**src/rtl/xy_scene_scheduler.sv**
```systemverilog
// xy_scene_scheduler: round-robin frame-granular sharing of the X/Y DAC pair between two shape generators
module xy_scene_scheduler #(
  parameter logic [23:0] MAX_DWELL = 24'd10_000_000,
  parameter logic [7:0] SETTLE_CYCLES = 8'd16,
  parameter logic [7:0] CENTER = 8'h80
) (
  input  logic       clk,
  input  logic       reset,
  input  logic [1:0] req,
  input  logic [1:0] frame_done,
  input  logic [7:0] x0,
  input  logic [7:0] y0,
  input  logic [7:0] x1,
  input  logic [7:0] y1,
  output logic [1:0] grant,
  output logic [7:0] xdac,
  output logic [7:0] ydac,
  output logic       blank,
  output logic       timeout
);
  typedef enum logic [1:0] {IDLE, SETTLE, SERVE} state_t;
  state_t r_state, w_state;
  logic r_sel, w_sel, r_last, w_last, r_blank, w_blank, r_timeout, w_timeout;
  logic [1:0] r_grant, w_grant;
  logic [7:0] r_xdac, w_xdac, r_ydac, w_ydac, r_settle, w_settle;
  logic [23:0] r_dwell, w_dwell;
  logic w_pick, w_req_sel, w_req_oth, w_fd, w_to;
  assign w_pick = req[0] ? (req[1] ? !r_last : 1'b0) : 1'b1;
  assign w_req_sel = req[r_sel];
  assign w_req_oth = req[!r_sel];
  assign w_fd = frame_done[r_sel];
  assign w_to = r_dwell == MAX_DWELL - 24'd1;
  always_comb begin
    w_state = r_state;
    w_sel = r_sel;
    w_last = r_last;
    w_grant = r_grant;
    w_blank = r_blank;
    w_timeout = 1'b0;
    w_dwell = r_dwell;
    w_settle = r_settle;
    w_xdac = r_sel ? x1 : x0;
    w_ydac = r_sel ? y1 : y0;
    case (r_state)
      IDLE: begin
        w_xdac = CENTER;
        w_ydac = CENTER;
        w_blank = 1'b1;
        if (|req) begin
          w_sel = w_pick;
          w_grant = w_pick ? 2'b10 : 2'b01;
          w_settle = 8'd0;
          w_state = SETTLE;
        end
      end
      SETTLE: begin
        w_settle = r_settle + 8'd1;
        if (!w_req_sel) begin
          w_state = IDLE;
          w_grant = 2'b00;
          w_xdac = CENTER;
          w_ydac = CENTER;
          w_blank = 1'b1;
        end else if (r_settle == SETTLE_CYCLES - 8'd1) begin
          w_state = SERVE;
          w_blank = 1'b0;
          w_dwell = 24'd0;
        end
      end
      SERVE: begin
        w_dwell = r_dwell + 24'd1;
        if (!w_req_sel) begin
          w_state = IDLE;
          w_grant = 2'b00;
          w_last = r_sel;
          w_xdac = CENTER;
          w_ydac = CENTER;
          w_blank = 1'b1;
        end else begin
          w_timeout = w_to;
          if (w_fd || w_to) begin
            if (w_req_oth) begin
              w_state = SETTLE;
              w_last = r_sel;
              w_sel = !r_sel;
              w_grant = r_sel ? 2'b01 : 2'b10;
              w_settle = 8'd0;
              w_blank = 1'b1;
            end else
              w_dwell = 24'd0;
          end
        end
      end
      default: w_state = IDLE;
    endcase
  end
  always_ff @(posedge clk) begin
    if (reset) begin
      r_state <= IDLE;
      r_sel <= 1'b0;
      r_last <= 1'b1;
      r_grant <= 2'b00;
      r_blank <= 1'b1;
      r_timeout <= 1'b0;
      r_dwell <= 24'd0;
      r_settle <= 8'd0;
      r_xdac <= CENTER;
      r_ydac <= CENTER;
    end else begin
      r_state <= w_state;
      r_sel <= w_sel;
      r_last <= w_last;
      r_grant <= w_grant;
      r_blank <= w_blank;
      r_timeout <= w_timeout;
      r_dwell <= w_dwell;
      r_settle <= w_settle;
      r_xdac <= w_xdac;
      r_ydac <= w_ydac;
    end
  end
  assign grant = r_grant;
  assign xdac = r_xdac;
  assign ydac = r_ydac;
  assign blank = r_blank;
  assign timeout = r_timeout;
endmodule

```
**config.mk**
```make
export PLATFORM = sky130hd
export DESIGN_NAME = xy_scene_scheduler
export DESIGN_NICKNAME = d
export VERILOG_FILES = /design/src/rtl/xy_scene_scheduler.sv
export SDC_FILE = /design/constraint.sdc
export NUM_CORES = 1
export LEC_CHECK = 0
export ABC_AREA = 1
export BUFFER_PORTS_ARGS = -buffer_cell sky130_fd_sc_hd__buf_2
export CAP_MARGIN = 0
export CORE_MARGIN = 3
export CORE_UTILIZATION = 28
export CTS_CLUSTER_SIZE = 20
export DETAILED_ROUTE_END_ITERATION = 8
export PLACE_DENSITY_LB_ADDON = 0.15
export SETUP_SLACK_MARGIN = 0.15
export SYNTH_ARGS = -nofsm -noshare
export SYNTH_HDL_FRONTEND = slang
export SYNTH_SLANG_ARGS = --single-unit
```
**constraint.sdc**
```tcl
create_clock -name clk -period 2.9 [get_ports clk]
set_clock_uncertainty 0.05 [all_clocks]
set_input_delay 0.29 -clock clk [delete_from_list [all_inputs] [get_ports clk]]
set_output_delay 0.29 -clock clk [all_outputs]
set_load 0.05 [all_outputs]
```
== Yosys cells after proc, flatten, opt, wreduce, memory -nomap -nowiden ==
Cells that the tools add are included.
Operators by class
  $add $sub $neg: 2
  $lt $le $gt $ge: 2
  equality and inequality tests: 16
  muxes and demuxes: 54
  bitwise operators: 2
  reductions and logical operators: 17
Operator list (count)
  2-to-1 mux 24 bit: 5
  2-to-1 mux 8 bit: 8
  case mux 24 bit (2 select lines): 1
  case mux 8 bit (2 select lines): 2
  2-to-1 mux 2 bit: 13
  adder 24 x 1 -> 24 bit (second input constant): 1
  equality test 24 bit (second input constant): 1
  case mux 8 bit (3 select lines): 1
  2-to-1 mux 1 bit: 20
  AND reduction 5 bit: 3
  inequality test 2 bit (second input constant): 7
  case mux 2 bit (3 select lines): 2
  inequality test 3 bit (second input constant): 3
  adder 8 x 1 -> 8 bit (second input constant): 1
  equality test 8 x 4 -> 1 bit (second input constant): 1
  AND reduction 4 bit: 2
  AND reduction 3 bit: 2
  less-than comparator 1 x 2 -> 1 bit (second input constant): 2
  inequality test 2 x 1 -> 1 bit (second input constant): 2
  nonzero test 2 bit: 2
  OR reduction 2 bit: 2
  case mux 1 bit (3 select lines): 1
  nonzero test 3 bit: 1
  OR reduction 3 bit: 1
  other kinds (7): 9
Word-level totals
  register bits after elaboration: 56
  input bits: 38
  output and inout bits: 20
  logic and storage cells: 103

== Depth between registers and ports, before layout ==
  word-level depth: 7
  gate-level depth with buffers: 13
  depth with buffers taken out: 12

== Worst setup path before layout ==
OpenSTA, ideal clock, no wires.
  path kind: reg2reg
  start point: reg r_state[0]
  end point: reg r_settle[0]
  library setup time: 0.132 ns
  arrival: 1.471 ns
  data required time: 2.718 ns
  setup slack: 1.247 ns
  stages on the path, launching flop included: 10
  buffers on the path: 1
  clock period less this slack: 1.653 ns
  cells stage by stage: dfxtp_1 -> inv_1 -> ha_1 -> clkbuf_1 -> o21ai_0 -> nand2_1 -> nor2_2 -> nand2_1 -> nand2_1 -> a21oi_1
On the way
  word-level cells in the longest chain between the ends: 3
  elaborated cells on any way between the ends: 10
  those cells by class: eq/ne: 6; mux: 1; reduce/logical: 3
RTL lines
  from (decl): RTL line 22  | state_t r_state, w_state;
  from (signal assigned): RTL line 110  | r_state <= w_state;
  equality test 2 bit, or another cell as far along: RTL line 44  | case (r_state)
  inequality test 2 bit (no line) / nonzero test 3 bit (equally long branches)
  AND reduction 5 bit (no line)
  to (signal assigned): RTL line 117  | r_settle <= w_settle;
  to (decl): RTL line 25  | logic [7:0] r_xdac, w_xdac, r_ydac, w_ydac, r_settle, w_settle;
Parallel ways exist; a longest one is shown, timed or not.
A chain may end at the register's enable or synchronous reset.

== Worst setup path in the final report ==
  start point: reg r_sel
  end point: reg r_dwell[9]
On the way
  word-level cells in the longest chain between the ends: 6
  elaborated cells on any way between the ends: 13
  those cells by class: eq/ne: 1; mux: 10; reduce/logical: 2
RTL lines
  from (decl): RTL line 23  | logic r_sel, w_sel, r_last, w_last, r_blank, w_blank, r_timeout, w_timeout;
  from (signal assigned): RTL line 111  | r_sel <= w_sel;
  2-to-1 mux 1 bit, on equally long branches (2 in series): RTL line 30, 31
  2-to-1 mux 24 bit / logical OR 1 bit (equally long branches): RTL line 82, 81
  2-to-1 mux 24 bit: RTL line 81  | if (w_fd || w_to) begin
  2-to-1 mux 24 bit: RTL line 72  | if (!w_req_sel) begin
  case mux 24 bit (2 select lines): RTL line 44
  to (signal assigned): RTL line 116  | r_dwell <= w_dwell;
  to (decl): RTL line 26  | logic [23:0] r_dwell, w_dwell;
Parallel ways exist; a longest one is shown, timed or not. The select of a mux whose other input is x is not followed.

==> qor.txt <==
====================================================================================================
Result of the run                                                                       finished, final reports clean
Placed wire-length estimate                                                             6160 microns
Vertical die dimension                                                                   111 microns
CTS resizes                                                                                        0
Worst path top cell family by delay                                                     simple AND/OR/NAND/NOR gates
Antenna cells                                                                                      0
Total Routing Usage GR                                                                         0.130
Sum of routed wire length over all layers                                               8050 microns
Final number of setup-violating endpoints                                                          0
Internal power                                                                               1.29 mW
Part of the power in combinational logic                                                       0.341
Max-cap viol count                                                                                 0
Setup repair after global routing missed its margin                                               no
Final number of max-transition violations                                                          0
Post-CTS setup buffer count                                                                        0
Number of nets with antenna violations after routing                                               0
Die ar.                                                                                  12300 sq um
Register share of total power                                                                  0.416
NetSw                                                                                         814 uW
Required @ worst endpoint                                                                    3.08 ns
CP most frequent cell                                                                        nand2_4
Synthesized netlist cell count                                                                   473
Antenna violations before repair                                                                   0
Post-route insts no fill                                                                         663
Worst vdd rail ir drop                                                                        288 uV
Net count after synthesis                                                                        517
Largest fanout on the critical path                                                               30
Crit path capture type                                                                          flop
Delay contributed by the slowest stage of the critical path                                  0.52 ns
Crit path launch type                                                                           flop
Leakage power total                                                                          1.55 nW
Synthesized flop and latch total                                                                  56
Placed cell count                                                                                655
Initial detailed-routing violation count                                                         157
Width of the chip                                                                        111 microns
Number of different library cells in the post-synthesis netlist                                   31
Maximum level of the CTS H-tree                                                                    2
Post-layout nets                                                                                 570
Avg Synthesized Cell Area                                                                 6.52 sq um
Kind of critical path                                                                     reg -> reg
Share of power burned in the clock network                                                     0.243
Pin count of the biggest net entering global routing                                              31
Max-slew headroom at the worst pin                                                             0.580
Setup_tns                                                                                       0 ns
Hold-fix buffers at CTS                                                                            0
Actual slew at the worst max-slew pin                                                       0.628 ns
Worst hold slack                                                                            0.166 ns
Std-Cell Rows                                                                                     37
Final cycle utilization of the critical path                                                   0.836
CP cell instances                                                                       buf_4, inv_2, nand2_4, nand2_4, nand2_2, inv_2, nand2_1, nand2_2, nand3_2, nand2_4, nor3_1
Arrival time of the worst setup path                                                         2.61 ns
DRC                                                                                                0
Achievable frequency                                                                       0.413 GHz
Post-route minimum period                                                                    2.42 ns
Port-buffer cells                                                                                 57
Count of boundary I/O pins                                                                        58
Final weighted congestion in routability-driven placement                                      0.834
Count of clock tree sinks                                                                         56
Cell at the root of the clock tree                                                          clkbuf_8
Insertion delay of the later-clocked pin in the worst-skew pair                              0.31 ns
Area of the mapped netlist                                                                3080 sq um
Vias in the first global route                                                                  2959
Area added between synthesis and finish                                                        16.4%
Fraction of final layout cells sized beyond drive strength 1                                   0.161
Critical path buffer and inverter count                                                            3
Most common cell after layout, fill and taps aside                                           nand2_1
Hold violation count in the final report                                                           0
Maximum clock path buffer count                                                                    2
Post-DR wirelength/cell                                                                 12.1 microns
Top library cells by usage in the layout, fill and taps aside                           117 x nand2_1, 69 x nor2_1, 57 x buf_2
Ys async rst share                                                                                 0
Starting density of the core                                                                   0.293
Leftover overflow at the end of global routing                                                     0
Sw Share                                                                                       0.386
Hold Path Class                                                                            in -> reg
Final core occ                                                                                 0.342
Clock-pin slew reported for the worst setup and hold paths after clock tree synthesis        0.10 ns
Wire length of the first global-routing pass                                            13700 microns
Core region area                                                                         10500 sq um
Warnings from Yosys                                                                                0
Detailed-routing iteration count for the pre-antenna-repair pass                                   4
Number of buffers created by CTS                                                                   5
Pwr per Cell Area                                                                        587 nW/um^2
CTS tree                                                                                         yes
Post-synth EDFFs                                                                                   0
Most common flop cell mapped by yosys                                                        dfxtp_1
Cell with the largest stage delay on the worst path                                          dfxtp_1
Post-synthesis sequential area ratio                                                           0.363
Average vias per placed instance                                                                4.70
Vias after detailed routing                                                                     3115
====================================================================================================
-- worst min-delay path, delay by kind of cell --
| kind | cells | cell delay (ns) |
|---|---|---|
| buffers and inverters | 1 | 0.10 |
| AND/OR/NAND/NOR | 1 | 0.05 |
| AO/OA/AOI/OAI | 1 | 0.05 |
-- area by class of cell --
cell class              instances  area [sq um]
clock inverters                 2          35.0
flip-flops and latches         56          1120
fillers                      1164          6920
well taps                     136           170
repair buffers                 60           308
clock buffers                   6          72.6
inverters                      53           199
multi-input cells             350          1680
-- Yosys cell counts (2+ instances only) --
| library cell | count | area, sq um |
|---|---|---|
| clkbuf_1 | 8 | 30.0 |
| a31o_2 | 2 | 17.5 |
| a21oi_1 | 38 | 190 |
| nand2_2 | 3 | 18.8 |
| inv_2 | 4 | 15.0 |
| nor2_1 | 69 | 259 |
| nand2_1 | 117 | 439 |
| o21ai_0 | 9 | 45.0 |
| nor3_1 | 16 | 80.1 |
| ha_1 | 6 | 75.1 |
| a31oi_1 | 3 | 18.8 |
| o21bai_1 | 2 | 15.0 |
| nand2_4 | 3 | 33.8 |
| dfxtp_1 | 56 | 1120 |
| nor4_1 | 3 | 18.8 |
| buf_6 | 3 | 33.8 |
| xnor2_1 | 2 | 17.5 |
| nor2_2 | 4 | 25.0 |
| nand3_1 | 44 | 220 |
| xor2_1 | 6 | 52.6 |
| nand4_1 | 17 | 106 |
| inv_1 | 49 | 184 |
-- through the flow --
step | instance area [sq um] | setup WS, ns | total power, mW
2_1_floorplan | 3080 | 1.25 | 1.44
3_3_place_gp | 3480 | 0.558 | 1.62
3_5_place_dp | 3480 | 0.473 | 1.62
4_1_cts | 3590 | 0.457 | 2.14
5_1_grt | 3590 | 0.208 | 2.25
6_report | 3590 | 0.476 | 2.11
-- power by group through the flow --
stage               logic (mW)  clock network [mW]  registers [mW]
floorplan                0.394                   0            1.05
global placement         0.727                   0           0.892
detailed placement       0.725                   0           0.896
CTS                      0.726               0.540           0.879
global route             0.801               0.563           0.891
finish                   0.720               0.512           0.877
-- registers in the layout (all words and copies together), names as in the netlist --
name	cells
grant	2
timeout	1
r_settle	8
ydac	8
r_last	1
r_dwell	24
r_sel	1
xdac	8
blank	1
r_state	2
-- final timing paths --
kind | from | to | slack (ns) | cells after the start
min | y0[3] | ydac[3] | 0.17 | 3
max | r_sel | r_dwell[9] | 0.48 | 11
min reg2reg | blank | blank | 0.42 | 2
max reg2reg | r_sel | r_dwell[9] | 0.48 | 11
-- cells by family after synthesis --
| logic type | after synthesis | share of synthesized area |
|---|---|---|
| adder cells (fa/ha/maj) | 6 | 0.0243 |
| XOR/XNOR | 8 | 0.0227 |
| AO/OA/AOI/OAI | 55 | 0.0953 |
| buffers and inverters | 67 | 0.0905 |
| flip-flops | 56 | 0.363 |
| multiplexers | 1 | 0.00325 |
| AND/OR/NAND/NOR | 280 | 0.400 |
-- layer usage --
metal	part of all wire	wire length, microns	GRT usage	vias up
met5	0	0	0	-
met4	0.0092	74	0.0353	0
met3	0.030	240	0.0191	8
met2	0.48	3870	0.220	43
met1	0.48	3860	0.172	1432
li1	-	-	-	1632
Power figures use the tool's default switching activity.
